==> src/rtl/sram_rekey_ctrl.sv <==
`default_nettype none
// ============================================================================
// Module   : address_mapper / sram_rekey_ctrl
// Purpose  : Scrambled-SRAM key rotation. address_mapper XORs a logical
//            address with the folded key. sram_rekey_ctrl owns the key and
//            serves host accesses. On request it takes a fresh TRNG word and
//            migrates the SRAM in place by swapping physical pairs (p, p^d).
// Revision : 1.0 - initial release
// ============================================================================

module address_mapper #(
  parameter int ADDR_WIDTH = 14,
  parameter int TRNG_WIDTH = 64
) (
  input  logic [ADDR_WIDTH-1:0] addr_i,
  input  logic [TRNG_WIDTH-1:0] trng_i,
  output logic [ADDR_WIDTH-1:0] addr_o
);

  localparam int c_slices = TRNG_WIDTH / ADDR_WIDTH;

  // Remainder MSBs beyond the last whole slice take no part in the fold.
  logic unused_trng;
  assign unused_trng = ^trng_i;

  logic [ADDR_WIDTH-1:0] fold_w;

  // XOR together every whole ADDR_WIDTH-bit slice of the key.
  always_comb begin
    fold_w = '0;
    for (int i = 0; i < c_slices; i++) begin
      fold_w = fold_w ^ trng_i[i*ADDR_WIDTH +: ADDR_WIDTH];
    end
  end

  assign addr_o = addr_i ^ fold_w;

endmodule

module sram_rekey_ctrl #(
  parameter int ADDR_WIDTH = 14,
  parameter int DATA_WIDTH = 32,
  parameter int TRNG_WIDTH = 64
) (
  input  logic                  clk,
  input  logic                  rst,
  input  logic                  host_req_i,
  input  logic                  host_we_i,
  input  logic [ADDR_WIDTH-1:0] host_addr_i,
  input  logic [DATA_WIDTH-1:0] host_wdata_i,
  output logic                  host_ready_o,
  output logic                  host_rvalid_o,
  output logic [DATA_WIDTH-1:0] host_rdata_o,
  input  logic                  rekey_start_i,
  output logic                  busy_o,
  output logic                  done_o,
  input  logic                  trng_valid_i,
  input  logic [TRNG_WIDTH-1:0] trng_data_i,
  output logic                  trng_ready_o,
  output logic [TRNG_WIDTH-1:0] key_out_o,
  output logic                  sram_en_o,
  output logic                  sram_we_o,
  output logic [ADDR_WIDTH-1:0] sram_addr_o,
  output logic [DATA_WIDTH-1:0] sram_wdata_o,
  input  logic [DATA_WIDTH-1:0] sram_rdata_i
);

  typedef enum logic [2:0] {
    S_IDLE   = 3'd0,
    S_FETCH  = 3'd1,
    S_SCAN   = 3'd2,
    S_RD_A   = 3'd3,
    S_RD_B   = 3'd4,
    S_WR_A   = 3'd5,
    S_WR_B   = 3'd6,
    S_COMMIT = 3'd7
  } state_e;

  state_e                state_q;
  logic [TRNG_WIDTH-1:0] key_q;
  logic [TRNG_WIDTH-1:0] new_q;
  logic [ADDR_WIDTH-1:0] d_q;
  logic [ADDR_WIDTH-1:0] p_q;
  logic [DATA_WIDTH-1:0] a_q;
  logic                  rvalid_q;

  logic [ADDR_WIDTH-1:0] host_phys_w;
  logic [ADDR_WIDTH-1:0] key_fold_w;
  logic [ADDR_WIDTH-1:0] delta_w;
  logic [ADDR_WIDTH-1:0] partner_w;

  // Host path mapping under the committed key.
  address_mapper #(.ADDR_WIDTH(ADDR_WIDTH), .TRNG_WIDTH(TRNG_WIDTH)) u_host_map (
    .addr_i (host_addr_i),
    .trng_i (key_q),
    .addr_o (host_phys_w)
  );

  // fold(key_q) on its own, used to form the migration delta.
  address_mapper #(.ADDR_WIDTH(ADDR_WIDTH), .TRNG_WIDTH(TRNG_WIDTH)) u_key_fold (
    .addr_i ('0),
    .trng_i (key_q),
    .addr_o (key_fold_w)
  );

  // d = fold(key_q) ^ fold(trng_data): every physical word moves by XOR with d.
  address_mapper #(.ADDR_WIDTH(ADDR_WIDTH), .TRNG_WIDTH(TRNG_WIDTH)) u_delta (
    .addr_i (key_fold_w),
    .trng_i (trng_data_i),
    .addr_o (delta_w)
  );

  assign partner_w = p_q ^ d_q;

  assign host_ready_o  = (state_q == S_IDLE);
  assign busy_o        = (state_q != S_IDLE);
  assign done_o        = (state_q == S_COMMIT);
  assign trng_ready_o  = (state_q == S_FETCH);
  assign key_out_o     = key_q;
  assign host_rvalid_o = rvalid_q;
  assign host_rdata_o  = sram_rdata_i;

  // SRAM port mux: host pass-through in IDLE, swap engine during the sweep.
  // WR_A writes the partner word straight from the read bus (that is "b").
  always_comb begin
    sram_en_o    = 1'b0;
    sram_we_o    = 1'b0;
    sram_addr_o  = '0;
    sram_wdata_o = '0;
    unique case (state_q)
      S_IDLE: begin
        sram_en_o    = host_req_i;
        sram_we_o    = host_req_i & host_we_i;
        sram_addr_o  = host_phys_w;
        sram_wdata_o = host_wdata_i;
      end
      S_RD_A: begin
        sram_en_o   = 1'b1;
        sram_addr_o = p_q;
      end
      S_RD_B: begin
        sram_en_o   = 1'b1;
        sram_addr_o = partner_w;
      end
      S_WR_A: begin
        sram_en_o    = 1'b1;
        sram_we_o    = 1'b1;
        sram_addr_o  = p_q;
        sram_wdata_o = sram_rdata_i;
      end
      S_WR_B: begin
        sram_en_o    = 1'b1;
        sram_we_o    = 1'b1;
        sram_addr_o  = partner_w;
        sram_wdata_o = a_q;
      end
      default: ;
    endcase
  end

  // Control FSM: key fetch, pairwise swap sweep over p, and key commit.
  always_ff @(posedge clk or posedge rst) begin
    if (rst) begin
      state_q  <= S_IDLE;
      key_q    <= '0;
      new_q    <= '0;
      d_q      <= '0;
      p_q      <= '0;
      a_q      <= '0;
      rvalid_q <= 1'b0;
    end else begin
      rvalid_q <= (state_q == S_IDLE) && host_req_i && !host_we_i;
      unique case (state_q)
        S_IDLE: begin
          if (rekey_start_i) state_q <= S_FETCH;
        end
        S_FETCH: begin
          if (trng_valid_i) begin
            new_q   <= trng_data_i;
            d_q     <= delta_w;
            p_q     <= '0;
            state_q <= (delta_w == '0) ? S_COMMIT : S_SCAN;
          end
        end
        S_SCAN: begin
          // Each pair is visited once, from its lower member.
          if (p_q < partner_w) begin
            state_q <= S_RD_A;
          end else if (p_q == '1) begin
            state_q <= S_COMMIT;
          end else begin
            p_q <= p_q + ADDR_WIDTH'(1);
          end
        end
        S_RD_A: state_q <= S_RD_B;
        S_RD_B: begin
          a_q     <= sram_rdata_i;
          state_q <= S_WR_A;
        end
        S_WR_A: state_q <= S_WR_B;
        S_WR_B: begin
          if (p_q == '1) begin
            state_q <= S_COMMIT;
          end else begin
            p_q     <= p_q + ADDR_WIDTH'(1);
            state_q <= S_SCAN;
          end
        end
        S_COMMIT: begin
          key_q   <= new_q;
          state_q <= S_IDLE;
        end
        default: state_q <= S_IDLE;
      endcase
    end
  end

endmodule
`default_nettype wire

==> config.mk <==
export PLATFORM = sky130hd
export DESIGN_NAME = sram_rekey_ctrl
export DESIGN_NICKNAME = d
export VERILOG_FILES = /design/src/rtl/sram_rekey_ctrl.sv
export SDC_FILE = /design/constraint.sdc
export NUM_CORES = 1
export LEC_CHECK = 0
export ABC_CLOCK_PERIOD_IN_PS = 11350
export BUFFER_PORTS_ARGS = -buffer_cell sky130_fd_sc_hd__buf_2
export CORE_ASPECT_RATIO = 0.7
export CORE_MARGIN = 2
export CORE_UTILIZATION = 25
export CTS_CLUSTER_SIZE = 24
export DETAILED_ROUTE_END_ITERATION = 8
export HOLD_SLACK_MARGIN = 0.08
export PLACE_DENSITY_LB_ADDON = 0.25
export SYNTH_ARGS = -nofsm -noshare
export SYNTH_HDL_FRONTEND = slang
export SYNTH_HIERARCHICAL = 1
export SYNTH_SLANG_ARGS = --single-unit
==> constraint.sdc <==
create_clock -name clk -period 11.35 [get_ports clk]
set_clock_uncertainty 0.15 [all_clocks]
set_input_delay 0.5675 -clock clk [delete_from_list [all_inputs] [get_ports clk]]
set_output_delay 0.5675 -clock clk [all_outputs]
set_load 0.02 [all_outputs]
==> run summary, run 1 <==
After global routing the overflow that remains totals 0. Across every metal layer, demand over resource in global routing totals 13.9%. The signal arrival time at the worst endpoint came out at 3.01 ns.

The stage delay of the slowest cell on the critical path is 0.98 ns. In this run the tool buffered the top-level ports with 296 buffer cells. The signal on the critical path passes through and2_2, a22oi_1, o21ai_0, buf_2.

The cell at the slowest stage of the critical path is and2_2. At the end of routability-driven placement, the weighted congestion stood at 0.777. Of all nets on the critical path, the largest fanout is 48. The post-route netlist has 34.3% of its cells at a drive strength greater than 1.

The type of element launching the critical path is a flop. The library cell used most frequently in the layout, excluding fill and tap cells, is buf_2. The residual antenna-violating net count after detailed routing is 0.

The effective utilization at floorplan came out at 25.2%. The die area is 45500 um2. The number of sinks driven by the clock tree came out at 192. The count of flip-flops with a built-in enable after synthesis is 0.

The number of top-level design ports is 297. The number of filler instances in the final layout came out at 4615. The fraction of registers with async set/reset came out at 100%. The initial antenna violation count came out at 1. The detailed-router iteration count before antenna repair came out at 4. The run finished with clean final reports. For the finished layout, the period the worst path requires is 3.72 ns. From bottom edge to top edge, the die measures 179 um. The type of the tightest min-delay check is in2reg. The total placed cells including tap cells is 1867. In this run the most critical hold path is launched from host_we_i.

Measured against its own limit, the worst slew margin works out to 28.1%. The wire length per cell is 16.7 um. The final hold slack is 0.140 ns. The via count of the first global-routing pass is 7904.

The critical path capture point type is a primary output. The clock-pin transition on the worst setup and hold timing paths is 0.07 ns. Timing would allow up to 269 MHz.

The number of DRC violations after detailed-routing iteration 0 came out at 514. The via total after detailed routing is 8243. The critical path starts at state_q[0]$_DFFE_PP0P_. TritonCTS built the clock tree.

The net count reported at finish is 1449. The synthesis warning total is 6. The sequential-to-total area share from yosys stat came out at 43.9%.

The analysis attributes to cell leakage a power of 6.72 nW. The hold violation total from the final report came out at 0. The buffer cell driving the clock tree root is clkbuf_16. The average cell area after synthesis is 10.4 um2. The layout overhead on the synthesized area is 22.2%. The worst register-to-register path begins at state_q[1]$_DFFE_PP0P_. After technology mapping, the gate count stands at 1056.

The total of endpoints with negative setup slack in the final report is 0. The total count of max-transition violations in the final report came to 0. The first-pass GRT wire length came out at 47800 um. Entering global routing, the biggest net connects 82 pins.

The final HPWL from detailed placement is 22200 um. The count of distinct cell types in the synthesized netlist came out at 51. The worst-margin pin slew came out at 1.08 ns.

The H-tree depth reported by CTS is 4. After layout, the worst path uses 32.8% of the clock period. The maximum count of clock buffers along a single path is 2. The number of DRC violations after detailed routing is 0.

The number of placement rows came out at 64. The worst setup path is of the reg2out kind. The total buffers and inverters traversed by the critical path came out at 1.

The flip-flop cell with the highest count after synthesis is dfrtp_1. The number of CTS-inserted buffers came out at 17. For the worst-skew pair, the clock arrives at the later sink with an insertion delay of 0.45 ns. The synthesized netlist occupies a cell area of 10900 um2.

The overall die width came out at 254 um. In this design, the largest share of critical-path delay is due to simple AND/OR/NAND/NOR gates. For the worst setup path, the data required time is 10.63 ns. The number of synthesized register bits came out at 192. Setup repair after global routing left no endpoint under its margin. The floorplan core area came out at 43400 um2.

The total wirelength of the detailed-routed design is 31700 um. In the layout the commonest cells are buf_2, nand2_1, dfrtp_1. The total power per unit cell area is 298 nW/um2.

Summed over all failing endpoints, the final setup total negative slack is 0 ns. The via count normalized by instance count came out at 4.34. The maximum resistive drop on vdd is 113 uV. The number of maximum-capacitance constraint violations came out at 0.

The count of placed standard cells in the final layout, fillers left out came out at 1900.
routing by layer:
layer  track usage (%)  share of wire (%)
met1              19.5                 48
met2              21.7                 46
met3              3.48                5.0
met4              2.87               0.99
met5                 0                  0
per-stage QoR:
stage	power [W]	util, %	setup slack (ns)	area, um2
3_3_place_gp	0.00343	29.5	8.03	12800
4_1_cts	0.00409	30.8	7.48	13400
2_1_floorplan	0.00275	-	5.41	11000
3_5_place_dp	0.00346	29.5	7.99	12800
5_1_grt	0.00431	30.8	7.33	13400
6_report	0.00398	30.8	7.63	13400
state kept, by name, summed over array words and instances, names as in the netlist:
signal / flops
p_q: 14
key_out_o: 64
host_rvalid_o: 1
new_q: 64
a_q: 32
d_q: 14
state_q: 3
final cells by class:
cell class | instances | area (um2) | share of cell area [%]
multi-input combinational | 772 | 5690 | 42.5
clock buffer | 22 | 474 | 3.55
clock inverter | 9 | 83.8 | 0.627
inverter | 7 | 33.8 | 0.253
sequential | 192 | 4810 | 36.0
antenna | 1 | 2.50 | 0.0187
tap | 594 | 743 | 5.56
timing repair buffer | 303 | 1540 | 11.5
synth_stat cells (2+ instances only):
cell	count	area share (%)
nor2_1	13	0.45
nor2b_1	5	0.29
ha_1	8	0.91
buf_6	2	0.21
clkbuf_1	37	1.3
xnor2_1	44	3.5
buf_2	14	0.64
mux2i_1	12	1.1
inv_1	7	0.24
and2_1	4	0.23
xnor3_1	42	8.6
a211oi_1	3	0.21
and4_1	3	0.24
and3_1	4	0.23
nand3_1	6	0.27
a2111o_1	2	0.21
nand2b_1	11	0.63
nand2_1	291	10
xor2_1	53	4.2
a22oi_1	59	4.0
mux2_2	97	10
nor4_1	4	0.23
a21oi_1	13	0.59
nor3_1	2	0.091
a21oi_2	2	0.16
dfrtp_1	192	44
nand4_1	8	0.46
buf_1	12	0.41
buf_4	33	2.3
o21ai_0	52	2.4
where the power goes:
group | total [W] | switching (W) | leakage (nW) | internal, W
logic | 0.00212 | 0.00118 | 4.02 | 0.000940
registers | 0.00125 | 0.000281 | 2.42 | 0.000974
clock network | 0.000600 | 0.000281 | 0.276 | 0.000319
total | 0.00398 | 0.00175 | 6.72 | 0.00223
timing repair:
action	4_1_cts	5_1_grt
setup endpoints to repair	0	0
hold buffers	1	0
hold endpoints to repair	62	0
gates resized for setup	0	0
setup buffers	0	0
worst paths after layout:
kind,to,slack [ns],cells after the start
max in group asynchronous,key_out_o[17]$_DFFE_PP0P_,9.18,4
worst max-delay path,sram_addr_o[8],7.63,4
worst max register to register,p_q[0]$_DFFE_PP0P_,8.04,4
worst min-delay path,host_rvalid_o$_DFF_PP0_,0.14,2
min in group asynchronous,new_q[52]$_DFFE_PP0P_,0.55,3
worst min register to register,new_q[48]$_DFFE_PP0P_,0.32,2
logic make-up after synthesis:
| logic type | Yosys count | synth area share, % |
|---|---|---|
| fa+ha+maj | 8 | 0.915 |
| simple gates | 357 | 13.6 |
| mux | 109 | 11.1 |
| buf+inv | 105 | 5.03 |
| compound gates | 145 | 8.98 |
| flops | 192 | 43.9 |
| other cells | 1 | 0.0343 |
| xor+xnor | 139 | 16.4 |
Note: power is estimated with default switching activity, not from simulation.
==> run 2, diff against run 1 <==
--- a/config.mk
+++ b/config.mk
@@ -5,7 +5,7 @@
 export SDC_FILE = /design/constraint.sdc
 export NUM_CORES = 1
 export LEC_CHECK = 0
-export ABC_CLOCK_PERIOD_IN_PS = 11350
+export ABC_CLOCK_PERIOD_IN_PS = 3300
 export BUFFER_PORTS_ARGS = -buffer_cell sky130_fd_sc_hd__buf_2
 export CORE_ASPECT_RATIO = 0.7
 export CORE_MARGIN = 2
==> constraint.sdc (replaced) <==
create_clock -name clk -period 3.3 [get_ports clk]
set_clock_uncertainty 0.15 [all_clocks]
set_input_delay 0.165 -clock clk [delete_from_list [all_inputs] [get_ports clk]]
set_output_delay 0.165 -clock clk [all_outputs]
set_load 0.02 [all_outputs]
==> run 2 against run 1 <==
Against the previous run:
- hold slack better by 0.14 ns
- non-clock buffer count increased by 115
- sequential cell count unchanged
==> run summary, run 2 (synthesis gave the netlist of run 1 again) <==
The via count normalized by instance count came out at 4.33. The routed layout has 8726 vias. The worst setup path is of the reg2out kind.

The hold violation total from the final report came to 0. The number of placement rows came out at 64. The floorplan core area is 43400 um2. The residual overflow from global routing is 0. The tree built by TritonCTS fans out to 192 sinks. The number of maximum-capacitance constraint violations came out at 0.

Setup repair after global routing left no endpoint under its margin. The top cell types in the final layout, fill and taps aside, are buf_2, nand2_1, dfrtp_1. The largest single stage delay on the critical path is 0.77 ns. The layout overhead on the synthesized area is 32.7%. The worst slew slack as a fraction of its limit is 45.6%.

The initial antenna violation count is 0. The signal on the critical path passes through and2_2, buf_4, a22oi_1, o21ai_0, buf_2. The leakage component of the power came out at 7.23 nW. TritonCTS built the clock tree. The shortest clock period the worst path allows after layout came out at 2.97 ns.

The worst-margin pin slew is 0.816 ns. In the routed design, unresolved DRC markers number 0. The category of cells accounting for the largest share of critical-path delay is flip-flops. Entering global routing, the biggest net connects 134 pins.

The signal arrival time at the worst endpoint is 2.66 ns. The number of instances resized during post-cts repair came out at 0. For this design the ratio of total power to cell area is 960 nW/um2. The total of endpoints with negative setup slack in the final report came out at 0. Clock tree synthesis selected as its root buffer the cell clkbuf_16. The slowest stage of the critical path belongs to the cell dfrtp_1. The final sum of negative setup slack is 0 ns. The post-route netlist has 32.5% of its cells at a drive strength greater than 1.

The detailed-router iteration count before antenna repair came out at 5. The total buffers and inverters traversed by the critical path came out at 2. The net count reported at finish came out at 1564. The clock-pin transition on the worst setup and hold timing paths is 0.08 ns.

The number of DRC violations after detailed-routing iteration 0 came out at 526. The total wirelength of the detailed-routed design is 32900 um. At the worst endpoint, the required time is 2.98 ns. The maximum resistive drop on vdd is 326 uV. The first-pass GRT wire length is 48900 um.

In this run the remaining antenna-violating nets after routing total 0. The fmax came out at 336 MHz. The commonest non-fill, non-tap cell in the layout is buf_2. During placement, the flow inserted port buffers numbering 296. The H-tree generated during clock tree synthesis spans 4 levels. The path class of the tightest hold or removal check is in2reg. At the end of routability-driven placement, the weighted congestion stood at 0.769.

The via count of the first global-routing pass is 8260. Cells fill 33.4% of the core in the end. The number of top-level design ports is 297. The maximum count of clock buffers along a single path came out at 2. The insertion delay to the later sink of the worst-skew pair is 0.45 ns.

The total count of max-transition violations in the final report is 0. The total routing usage reported by global routing is 14.2%. The share of the clock period used by the worst path is 90.1%. Summed over all nets, the half-perimeter wirelength after detailed placement is 22800 um.

The floorplan step set the die height to 179 um. The number of CTS-inserted buffers came out at 17. The largest driver fanout on the critical path is 29.

The effective utilization at floorplan is 25.2%. The run finished with clean final reports. The die area is 45500 um2. The total inserted antenna cells came out at 0.

The overall die width came out at 254 um. STA classifies the critical path endpoint as a primary output. STA classifies the critical path startpoint as a flop. The wire length per cell is 16.3 um.
run 2: changes by cell type in the layout (fill, tap and decap cells not counted), moves of 2 or more:
cell	before	now
dlygate4sd3_1	1	101
buf_12	0	2
buf_4	6	19
clkinv_2	4	1
inv_6	1	4
clkinvlp_4	1	3
run 2: cell type report:
cell class | instances | area (um2)
Multi-Input combinational cell | 772 | 5680
Clock inverter | 12 | 123
Clock buffer | 20 | 457
Tap cell | 594 | 743
Inverter | 7 | 30.0
Timing Repair Buffer | 418 | 2680
Sequential cell | 192 | 4810
Fill cell | 4524 | 28900
run 2: power breakdown:
| group | total (W) | switching (W) | leakage (nW) | internal [W] |
|---|---|---|---|---|
| registers | 0.00423 | 0.000881 | 2.42 | 0.00335 |
| clock network | 0.00214 | 0.00104 | 0.280 | 0.00110 |
| logic | 0.00756 | 0.00417 | 4.52 | 0.00340 |
run 2: metrics by stage:
step                      total power [W]  cells  hold WS [ns]  setup slack (ns)  area (um2)
after floorplan                   0.00947   1069        0.0853             0.509       11000
after global placement             0.0118   1882         0.190             0.457       12900
after detailed placement           0.0119   1882         0.192             0.487       12900
after CTS                          0.0142   2015         0.249             0.316       14500
after global routing               0.0150   2015         0.282             0.110       14500
final                              0.0139   2015         0.283             0.326       14500
run 2: worst paths after layout:
kind	startpoint	end	slack, ns	cells past startpoint
setup / recovery	state_q[0]$_DFFE_PP0P_	sram_wdata_o[12]	0.33	5
hold / removal	trng_data_i[59]	new_q[59]$_DFFE_PP0P_	0.28	4
setup reg to reg	key_out_o[23]$_DFFE_PP0P_	state_q[0]$_DFFE_PP0P_	0.50	9
hold reg to reg	new_q[52]$_DFFE_PP0P_	new_q[52]$_DFFE_PP0P_	0.32	2
max in group asynchronous	rst	state_q[1]$_DFFE_PP0P_	2.03	4
min in group asynchronous	rst	new_q[52]$_DFFE_PP0P_	0.32	4
run 2: worst min-delay path, cell delays in order:
cell and delay [ns]:
dlygate4sd3_1 0.51, buf_2 0.09, nand2_1 0.04, nand2_1 0.04
run 2: routing by layer:
layer / share of wire (%) / vias to the layer above / track usage (%)
met2: 46 / 157 / 21.9
li1: - / 4248 / -
met4: 1.1 / 0 / 3.33
met3: 5.2 / 16 / 3.88
met5: 0 / - / 0
met1: 48 / 4305 / 19.7
run 2: timing repair:
item	4_1_cts	5_1_grt
hold endpoints to repair	304	0
hold buffers	101	0
buffers inserted	0	0
endpoints found under the setup margin	0	0
==> run 3, diff against run 2 <==
--- a/config.mk
+++ b/config.mk
@@ -5,7 +5,7 @@
 export SDC_FILE = /design/constraint.sdc
 export NUM_CORES = 1
 export LEC_CHECK = 0
-export ABC_CLOCK_PERIOD_IN_PS = 3300
+export ABC_CLOCK_PERIOD_IN_PS = 2600
 export BUFFER_PORTS_ARGS = -buffer_cell sky130_fd_sc_hd__buf_2
 export CORE_ASPECT_RATIO = 0.7
 export CORE_MARGIN = 2
==> constraint.sdc (replaced) <==
create_clock -name clk -period 2.6 [get_ports clk]
set_clock_uncertainty 0.15 [all_clocks]
set_input_delay 0.13 -clock clk [delete_from_list [all_inputs] [get_ports clk]]
set_output_delay 0.13 -clock clk [all_outputs]
set_load 0.02 [all_outputs]
==> run 3 against run 2 <==
Against the previous run:
- clock power is 29% higher
- wire length grew 0.26%
- non-clock buffer count rose by 54
- cell area increased by 3.9%
- die area unchanged
- total power up 32%
- final cell count increased by 2.7%
- utilization is 1.3 points higher
- sequential share of layout area decreased by 1.2 points
- critical path type is now reg2reg
==> run summary, run 3 (synthesis gave the netlist of run 1 again) <==
CTS saw 192 sinks. Leaving out fill and tap cells, the most frequent cell in the layout is buf_2. The worst slew slack as a fraction of its limit came out at 44.8%. The effective utilization at floorplan is 25.2%.

After floorplanning, the core was divided into 64 placement rows. The insertion delay to the later sink of the worst-skew pair came out at 0.45 ns. The number of maximum-capacitance constraint violations is 0. The cell sitting at the root of the clock tree is a clkbuf_16. The cell at the slowest stage of the critical path is dfrtp_1. The proportion of layout cells with a drive suffix above 1 came out at 35.4%. IR analysis of the VDD net gives a maximum drop of 473 uV. In the final design database the tool counted 1618 nets. The die area came out at 45500 um2. The top cell types in the final layout, fill and taps aside, are buf_2, nand2_1, dfrtp_1. The signal on the critical path passes through xnor3_1, xnor2_1, xor2_1, xnor2_1, nor4_1, buf_4, nand4_1, o21ai_1, o41ai_1, o32ai_2. The total wirelength of the detailed-routed design came out at 33000 um. The number of filler instances in the final layout is 4479. The maximum count of clock buffers along a single path is 2. Clock-pin slew was measured on the worst setup and hold paths at 0.07 ns. The run finished with clean final reports.

The placer's final routability congestion estimate came out at 0.790. The core region is 43400 um2. The overall die width is 254 um.

Power comes to 0.0184 W. The worst hold path belongs to the class in2reg. The first global-routing pass estimated 50200 um of wire. The final HPWL from detailed placement is 23400 um. The signal arrival time at the worst endpoint is 2.79 ns. The type of element launching the critical path is a flop.

The via count of the first global-routing pass is 8685. The final sum of negative setup slack is 0 ns. The sequential cells in the finished layout cover a total of 4810 um2. The placed standard-cell area came out at 13400 um2. At the pin with the least slew margin, the transition time is 0.825 ns.

In this run the number of H-tree levels came out at 4. The leakage component of the power came out at 7.57 nW. Once layout is done, the placed cells without fillers occupy 15100 um2.

The number of top-level design ports came out at 297. The count of input and output buffers came out at 296. In the final layout, the multi-input gates occupy 5730 um2. The hold violation total from the final report is 0. Global routing used 14.5% of the available tracks across all layers. From synthesis to final layout, the design area changed by 37.8%. The detail route stage leaves a number of antenna-violating nets equal to 0.

The required time of the critical path came out at 2.80 ns. The routed design could run at a clock period as short as 2.59 ns. The stage delay of the slowest cell on the critical path came out at 0.40 ns. The fmax is 386 MHz.

In the routed design, unresolved DRC markers number 0. By startpoint and endpoint, the worst setup path is classified as reg2reg. For this design the ratio of total power to cell area is 1220 nW/um2. STA classifies the critical path endpoint as a flop.

The share of the clock period used by the worst path is 99.7%. Among the stages of the critical path, the cell type that occurs most often is xnor2_1. The wire length per cell came out at 15.9 um. Prior to clock tree synthesis, the placed netlist has a worst setup slack of -0.0744 ns. The number of CTS-inserted buffers came out at 17. Setup violations remaining at the end of the flow were counted as 0.

The total count of max-transition violations in the final report is 0. The initial antenna violation count came out at 0. TritonCTS built the clock tree. From bottom edge to top edge, the die measures 179 um. The worst hold path begins at trng_data_i[63]. The setup slack of the critical path after layout came out at 0.00839 ns. The total inserted antenna cells is 0. Setup repair after global routing could not meet its margin everywhere.

Along the worst path, the maximum fanout reaches 2. The via count normalized by instance count is 4.33. Entering global routing, the biggest net connects 97 pins.

The number of DRC violations after detailed-routing iteration 0 is 513. The startpoint of the most critical register-to-register path is key_out_o[3]$_DFFE_PP0P_. The detailed-router iteration count before antenna repair is 7. The via total after detailed routing came out at 8964.

The critical path starts at key_out_o[3]$_DFFE_PP0P_. The residual overflow from global routing came out at 0.
==> run 3: cell types whose count changed in the layout (fill, tap and decap cells not counted), moves of 4 or more <==
cell     previous run  this run
buf_4              19        64
xnor2_1            44        40
buf_12              2         9
xnor2_2             0         4
==> run 3: cell type report <==
cell class / count / area share (%)
inverter: 7 / 0.199
timing repair buffer: 472 / 21.1
multi-input combinational: 772 / 38.0
clock inverter: 10 / 0.838
tap: 594 / 4.93
sequential: 192 / 31.9
clock buffer: 22 / 3.08
==> run 3: final timing paths <==
kind / end / slack (ns) / depth (start not counted)
max in group asynchronous: state_q[1]$_DFFE_PP0P_ / 1.01 / 5
worst min register to register: new_q[47]$_DFFE_PP0P_ / 0.32 / 2
worst min-delay path: new_q[63]$_DFFE_PP0P_ / 0.26 / 4
min in group asynchronous: key_out_o[56]$_DFFE_PP0P_ / 0.59 / 4
worst max register to register: state_q[0]$_DFFE_PP0P_ / 0.008 / 10
worst max-delay path: state_q[0]$_DFFE_PP0P_ / 0.008 / 10
==> run 3: power breakdown <==
part	switching, W	total [W]	internal, W
clock network	0.00127	0.00276	0.00149
registers	0.000867	0.00513	0.00426
logic	0.00570	0.0105	0.00484
total	0.00784	0.0184	0.0106
==> run 3: what timing repair did <==
item	CTS	global route
hold buffers	102	0
endpoints found under the hold margin	305	0
setup buffers	0	1
setup endpoints to repair	36	43
resized for setup	5	8
pin swaps	3	2
gates cloned	0	0
==> run 3: critical path, delay by kind of cell, from the launching register on <==
| family | cells | cell delay [ns] |
|---|---|---|
| AO/OA/AOI/OAI | 3 | 0.45 |
| AND/OR/NAND/NOR | 2 | 0.45 |
| XOR/XNOR | 4 | 0.87 |
| buffers and inverters | 1 | 0.18 |
| flip-flops | 1 | 0.40 |
==> run 3: per-stage QoR <==
step,utilization [%],hold slack [ns],instances
after global routing,34.7,0.240,2069
after global placement,30.9,-0.0781,1934
final,34.7,0.257,2069
after floorplan,-,0.0503,1069
after CTS,34.6,0.220,2068
after detailed placement,30.9,-0.0705,1934
==> run 3: layer usage <==
metal	global-route usage, %	wire length [um]	vias to the layer above
met5	0	0	-
met4	3.85	471	0
met3	4.07	1760	21
met2	22.1	15100	190
met1	20.0	15600	4404
li1	-	-	4349
